File: config.mk
export PLATFORM = sky130hd
export DESIGN_NAME = pcs_descrambler
export DESIGN_NICKNAME = d
export VERILOG_FILES = /design/src/rtl/pcs_checker_pkg.sv /design/src/rtl/pcs_checker_descrambler.sv
export SDC_FILE = /design/constraint.sdc
export NUM_CORES = 1
export LEC_CHECK = 0
export CAP_MARGIN = 20
export CELL_PAD_IN_SITES_DETAIL_PLACEMENT = 0
export CELL_PAD_IN_SITES_GLOBAL_PLACEMENT = 1
export CORE_AREA = 3 3 201 203
export CTS_CLUSTER_SIZE = 8
export DETAILED_ROUTE_END_ITERATION = 10
export DIE_AREA = 0 0 204 206
export GPL_ROUTABILITY_DRIVEN = 0
export PLACE_DENSITY = 0.62
export REMOVE_ABC_BUFFERS = 1
export SYNTH_ARGS = -nofsm -noshare
export SYNTH_HDL_FRONTEND = slang
export SYNTH_SLANG_ARGS = --single-unit
File: constraint.sdc
create_clock -name clk -period 3.4 [get_ports clk]
set_input_delay 0.85 -clock clk [delete_from_list [all_inputs] [get_ports clk]]
set_output_delay 0.85 -clock clk [all_outputs]
set_load 0.01 [all_outputs]
File: src/rtl/pcs_checker_pkg.sv
// Shared widths, sync headers, block-type nibble table and lock states for the PCS checker.
package pcs_pkg;
  localparam int DATA_WIDTH           = 64;
  localparam int HDR_WIDTH            = 2;
  localparam int FRAME_WIDTH          = DATA_WIDTH + HDR_WIDTH;
  localparam int TRANSCODER_BLOCKS    = 4;
  localparam int TRANSCODER_WIDTH     = 257;
  localparam int TRANSCODER_HDR_WIDTH = 4;
  localparam int LOCK_COUNT           = 64;
  localparam int UNLOCK_COUNT         = 16;
  localparam int CNT_WIDTH            = 32;
  localparam int SCR_WIDTH            = 58;

  localparam logic [SCR_WIDTH-1:0] SCR_SEED  = 58'h3FF_FFFF_FFFF_FFFF;
  localparam logic [1:0]           SYNC_DATA = 2'b01;
  localparam logic [1:0]           SYNC_CTRL = 2'b10;

  // Index is the transmitted high nibble; entry 0 marks an illegal nibble.
  localparam logic [15:0][7:0] BLOCK_TYPE_TABLE = {
    8'hFF, 8'hE1, 8'hD2, 8'hCC, 8'hB4, 8'hAA, 8'h99, 8'h87,
    8'h78, 8'h66, 8'h55, 8'h4B, 8'h33, 8'h2D, 8'h1E, 8'h00
  };

  typedef enum logic {
    UNLOCKED = 1'b0,
    LOCKED   = 1'b1
  } lock_state_t;

  function automatic logic [7:0] type_from_nibble(input logic [3:0] nib);
    return BLOCK_TYPE_TABLE[nib];
  endfunction

  function automatic logic type_is_valid(input logic [7:0] type_byte);
    logic ok;
    ok = 1'b0;
    for (int n = 1; n < 16; n++) begin
      if (BLOCK_TYPE_TABLE[n] == type_byte) ok = 1'b1;
    end
    return ok;
  endfunction

  function automatic logic [CNT_WIDTH-1:0] sat_add(input logic [CNT_WIDTH-1:0] cnt,
                                                   input logic [2:0] inc);
    logic [CNT_WIDTH:0] sum;
    sum = {1'b0, cnt} + {{(CNT_WIDTH-2){1'b0}}, inc};
    return sum[CNT_WIDTH] ? {CNT_WIDTH{1'b1}} : sum[CNT_WIDTH-1:0];
  endfunction
endpackage

File: src/rtl/pcs_checker_descrambler.sv
// 256-bit parallel self-synchronising x^58+x^39+1 descrambler; state moves only on valid words.
module pcs_descrambler
  import pcs_pkg::*;
(
  input  logic                        clk,
  input  logic                        rst_n,
  input  logic                        valid,
  input  logic [TRANSCODER_WIDTH-2:0] din,
  output logic [TRANSCODER_WIDTH-2:0] dout
);
  logic [SCR_WIDTH-1:0] state_reg;
  logic [SCR_WIDTH-1:0] state_next;

  // Bit 0 of din is the earliest received bit; the received (scrambled) bit feeds the state.
  always_comb begin
    state_next = state_reg;
    dout       = '0;
    for (int i = 0; i < TRANSCODER_WIDTH - 1; i++) begin
      dout[i]    = din[i] ^ state_next[38] ^ state_next[57];
      state_next = {state_next[SCR_WIDTH-2:0], din[i]};
    end
  end

  always_ff @(posedge clk or negedge rst_n) begin
    if (!rst_n) begin
      state_reg <= SCR_SEED;
    end else if (valid) begin
      state_reg <= state_next;
    end
  end
endmodule

==> run_results.csv, run 1 <==
group,metric,value,unit
grt,antenna_found_initial,0,
timing,timing.fmax,296,MHz
logic_synthesis,post-synth-top-area-cell,"xor3_1",
pwr,power_density,331,nW/um^2
logic_synthesis,seq_area_frac_synth,0.182,
clock_tree,cts_tree,"yes",
critical_path,critPathLaunchType,"input pin",
pwr,intPower,3.43,mW
clock_tree,cts_buffers,9,
min_path,min_delay_path_depth,1,
logic_synthesis,postSynthAreaPerCell,22.2,sq um
pwr,p_leak,7.11,nW
clock_tree,clock_sinks,58,
logic_synthesis,yosysUniqueCellTypes,6,
detailed_routing,wl_per_cell,22.5,um
grt,grt_max_degree,59,
min_path,holdCritPathClass,"reg -> reg",
timing,period_share,0.995,
grt,grt_pass1_vias,6468,
detailed_routing,drtIter0Drc,155,
timing,whs,0.626,ns
status,status,"complete, no violations",
pwr,comb_power_share,0.627,
final_layout,stdcell_area,14600,sq um
clock_tree,worstSkewPairLatency,0.33,ns
die,dieArea,42000,sq um
die,io_pins,515,
job,drv_cap,0,
place,postPlaceCellArea,14300,sq um
final_layout,fin_cells,1447,
detailed_routing,final_antenna_net_count,0,
final_layout,nets,1184,
critical_path,cpMaxStageDelayCell,"clkdlybuf4s50_1",
die,start_util,0.217,
die,die-width,204,um
critical_path,worstPathRequired,2.55,ns
critical_path,r2r_setup_slack,2.57,ns
clock_tree,clk_pin_slew_worst_paths,0.05,ns
grt,grt_usage,0.148,
logic_synthesis,netlist_instances,378,
detailed_routing,avgViaCountPerCell,3.96,
timing,slew_violations,0,
logic_synthesis,yosys_warnings,0,
timing,fin_skew,0,ns
pwr,p_seq_frac,0.184,
logic_synthesis,yosys.area.top_type_share,0.726,
critical_path,regToRegStartpoint,"state_reg[9]$_DFFE_PN1P_",
pwr,p_total,4.84,mW
detailed_routing,drc,0,
detailed_routing,top_layer,"met4",
detailed_routing,wl_met2,16900,um
final_layout,drive_above_1_share,0.171,
grt,overflow,0,
critical_path,critical_path.max_stage_delay,0.67,ns
final_layout,synthToLayoutAreaGrowth,74.5,%
critical_path,cp_cell_sequence,"clkdlybuf4s50_1 > xor3_1 > clkdlybuf4s50_1",
timing,setup_violations,0,
timing,rsz0062_at_grt,"no",
critical_path,cp_max_fo,3,
pwr,ir_drop,0.000243,V
final_layout,nFillCells,3668,
die,rows,72,
grt,grt_pass1_wl,45500,um
min_path,min_to,"state_reg[57]$_DFFE_PN1P_",
timing,max_slew.worst_pin.slew,0.835,ns
critical_path,end_kind,"output port",
place,io_buffers,514,
detailed_routing,wl_met1,12700,um
logic_synthesis,ys_seq_elements,58,
min_path,hp-start,"state_reg[57]$_DFFE_PN1P_",
clock_tree,clockBufferDepth,2,
critical_path,reg2reg_to,"state_reg[9]$_DFFE_PN1P_",
final_layout,largest_register_ff_count,58,
final_layout,mostFrequentLayoutCells,"clkdlybuf4s50_1 (512), xor3_1 (256), dfstp_2 (58), mux2_2 (38), buf_4 (29)",
pwr,p_sw,1.41,mW
place,placedCellCount,1432,
clock_tree,cts_setup_buffers,0,
clock_tree,clockRootBuffer,"clkbuf_16",
die,die_h,206,um
detailed_routing,wirelength,32600,um
detailed_routing,met3_length,2610,um
logic_synthesis,synth_top_cells_by_area,"xor3_1 (73%), dfstp_2 (18%), mux2_2 (5.1%), mux2_4 (3.6%), buf_6 (0.40%)",
pwr,clkPwrFrac,0.189,
clock_tree,cts_max_level,3,
critical_path,r2r_cells,1,
critical_path,cpMostUsedCell,"clkdlybuf4s50_1",
pwr,switching_share,0.291,
final_layout,final_common_cell,"clkdlybuf4s50_1",
timing,slew_headroom,0.443,
final_layout,diodes,0,
critical_path,crit_arrival,2.53,ns
detailed_routing,num_vias,5726,
clock_tree,postCtsHoldBufs,0,
die,core,38600,sq um
timing,hold_violations,0,
place,post-dp-hpwl,28400,um
timing,period_minus_slack,3.38,ns
clock_tree,cts-resized-gates,0,
detailed_routing,drt_first_pass_iters,4,
critical_path,worst-setup-path-type,"in -> out",
logic_synthesis,syn_area,8390,sq um
timing,tns,0,ns
==> cells by family (layout without fill, tap and decap cells) <==
| group | after synthesis | in the layout | share of synthesized area |
|---|---|---|---|
| multiplexers | 58 | 58 | 0.0868 |
| XOR/XNOR | 256 | 256 | 0.726 |
| buffers and inverters | 6 | 557 | 0.00582 |
| flip-flops | 58 | 58 | 0.182 |
==> cells in the mapped netlist <==
cell type / number
buf_2: 3
buf_6: 3
dfstp_2: 58
mux2_2: 38
mux2_4: 20
xor3_1: 256
==> layer usage <==
layer | vias to the layer above | track usage
met5 | - | 0
met1 | 2842 | 0.171
li1 | 2575 | -
met3 | 15 | 0.0417
met2 | 294 | 0.275
met4 | 0 | 0.0302
==> power groups by stage <==
stage / clock network (mW) / registers [mW] / logic (mW)
floorplan: 0 / 0.871 / 1.36
global placement: 0 / 0.903 / 3.06
global route: 1.01 / 0.905 / 3.18
CTS: 0.978 / 0.895 / 3.08
detailed placement: 0 / 0.903 / 3.06
finish: 0.914 / 0.893 / 3.03
==> critical path, delay by kind of cell <==
kind                   cells  cell delay (ns)
XOR/XNOR                   1             0.49
buffers and inverters      2             1.19
==> stage by stage <==
step                      worst slack [ns]   util
after floorplan                       1.28      -
after global placement              0.0472  0.371
after detailed placement            0.0356  0.371
after CTS                           0.0298  0.379
after global routing                0.0178  0.379
final                               0.0180  0.379
==> worst max path at each step <==
| stage | start | end |
|---|---|---|
| global route | din[66] | dout[105] |
| floorplan | din[0] | dout[0] |
| detailed placement | din[130] | dout[188] |
| CTS | din[130] | dout[188] |
| global placement | din[130] | dout[188] |
| finish | din[130] | dout[188] |
==> layout make-up <==
cell class	instances	area (sq um)	share of cell area
clock inverter	3	40.0	0.00274
sequential	58	1520	0.104
timing repair buffer	542	5360	0.366
tap	518	648	0.0443
multi-input combinational	314	6810	0.466
clock buffer	12	246	0.0168
Note: power is estimated with default switching activity, not from simulation.
==> inputs of run 2 (changes only) <==
Settings changed: SETUP_SLACK_MARGIN from default to 0.02.
==> run 2 against run 1 <==
Sequential share of layout area stayed put. Power hardly changed. Setup slack stayed put. Critical path depth stayed put. Fmax stayed put. Clock skew stayed put. Routed wire length hardly changed. Sequential power hardly changed. Largest power group unchanged. Highest routed layer unchanged.
==> run_results.csv, run 2 (synthesis results as in run 1) <==
group,metric,value,unit
status,status,"complete, no violations",
timing,rsz0062_at_grt,"no",
critical_path,end_kind,"output port",
clock_tree,worstSkewPairLatency,0.33,ns
final_layout,final_common_cell,"clkdlybuf4s50_1",
detailed_routing,drc,0,
detailed_routing,drt_first_pass_iters,4,
timing,max_slew.worst_pin.slew,0.835,ns
grt,grt_pass1_wl,45500,um
clock_tree,clock_sinks,58,
critical_path,crit_arrival,2.53,ns
final_layout,mostFrequentLayoutCells,"clkdlybuf4s50_1 (512), xor3_1 (256), dfstp_2 (58), mux2_2 (38), buf_4 (29)",
detailed_routing,drtIter0Drc,151,
critical_path,cp_max_fo,3,
place,placedCellCount,1432,
die,io_pins,515,
critical_path,r2r_setup_slack,2.57,ns
clock_tree,clockRootBuffer,"clkbuf_16",
final_layout,synthToLayoutAreaGrowth,74.5,%
grt,grt_pass1_vias,6468,
grt,grt_max_degree,59,
timing,period_minus_slack,3.38,ns
clock_tree,postCtsHoldBufs,0,
clock_tree,cts_buffers,9,
clock_tree,cts_max_level,3,
place,io_buffers,514,
die,die_h,206,um
pwr,ir_drop,0.000243,V
die,core,38600,sq um
detailed_routing,wirelength,32600,um
final_layout,multi_input_area,6810,sq um
job,drv_cap,0,
final_layout,nFillCells,3668,
grt,antenna_found_initial,0,
min_path,holdCritPathClass,"reg -> reg",
detailed_routing,num_vias,5717,
detailed_routing,final_antenna_net_count,0,
timing,hold_violations,0,
grt,overflow,0,
clock_tree,clockBufferDepth,2,
timing,timing.fmax,296,MHz
final_layout,area.sequential,1520,sq um
final_layout,nets,1184,
timing,setup_violations,0,
die,dieArea,42000,sq um
pwr,p_leak,7.11,nW
pwr,power_density,331,nW/um^2
detailed_routing,wl_per_cell,22.5,um
die,die-width,204,um
detailed_routing,avgViaCountPerCell,3.95,
timing,slew_violations,0,
grt,grt_usage,0.148,
place,post-dp-hpwl,28400,um
final_layout,largest_register_ff_count,58,
timing,slew_headroom,0.443,
critical_path,worst-setup-path-type,"in -> out",
die,start_util,0.217,
critical_path,worstPathRequired,2.55,ns
timing,tns,0,ns
clock_tree,clk_pin_slew_worst_paths,0.05,ns
timing,fin_skew,0,ns
final_layout,fin_cells,1447,
final_layout,drive_above_1_share,0.171,
critical_path,critPathLaunchType,"input pin",
final_layout,diodes,0,
die,rows,72,
timing,period_share,0.995,
clock_tree,cts_tree,"yes",
## run 2: metrics by stage
step	hold slack, ns	util	setup slack (ns)	area, sq um	power [mW]
6_report	0.626	0.379	0.0180	14600	4.84
5_1_grt	0.639	0.379	0.0207	14600	5.09
3_3_place_gp	0.613	0.371	0.0472	14300	3.96
2_1_floorplan	0.606	-	1.28	8340	2.23
4_1_cts	0.628	0.379	0.0298	14600	4.95
3_5_place_dp	0.620	0.371	0.0356	14300	3.96
## run 2: worst paths after layout
kind	to	cells past startpoint	startpoint
setup / recovery	dout[188]	3	din[130]
hold / removal	state_reg[57]$_DFFE_PN1P_	1	state_reg[57]$_DFFE_PN1P_
setup reg to reg	state_reg[9]$_DFFE_PN1P_	1	state_reg[9]$_DFFE_PN1P_
hold reg to reg	state_reg[57]$_DFFE_PN1P_	1	state_reg[57]$_DFFE_PN1P_
max in group asynchronous	state_reg[56]$_DFFE_PN1P_	1	rst_n
min in group asynchronous	state_reg[8]$_DFFE_PN1P_	1	rst_n
## run 2: worst max-delay path, stage by stage
cell and delay, ns:
clkdlybuf4s50_1 0.67, xor3_1 0.49, clkdlybuf4s50_1 0.52
## run 2: cell type report
class	instances	share of cell area
clock inverters	3	0.00274
multi-input cells	314	0.466
repair buffers	542	0.366
well taps	518	0.0443
flip-flops and latches	58	0.104
clock buffers	12	0.0168
## run 2: metal layers
layer | vias to the layer above | global-route usage | share of wire
met1 | 2835 | 0.171 | 0.39
met4 | 0 | 0.0302 | 0.012
met3 | 15 | 0.0417 | 0.080
met5 | - | 0 | 0
li1 | 2575 | - | -
met2 | 292 | 0.275 | 0.52
## run 2: power by group
part	switching, mW	leakage (nW)	internal [mW]	total [mW]
combinational	0.999	6.36	2.03	3.03
clock	0.333	0.142	0.581	0.914
sequential	0.0762	0.610	0.816	0.893
total	1.41	7.11	3.43	4.84
## run 2: timing repair
action                     CTS  global route
setup endpoints to repair    0             1
resized for setup            0             0
buffers inserted             0             0
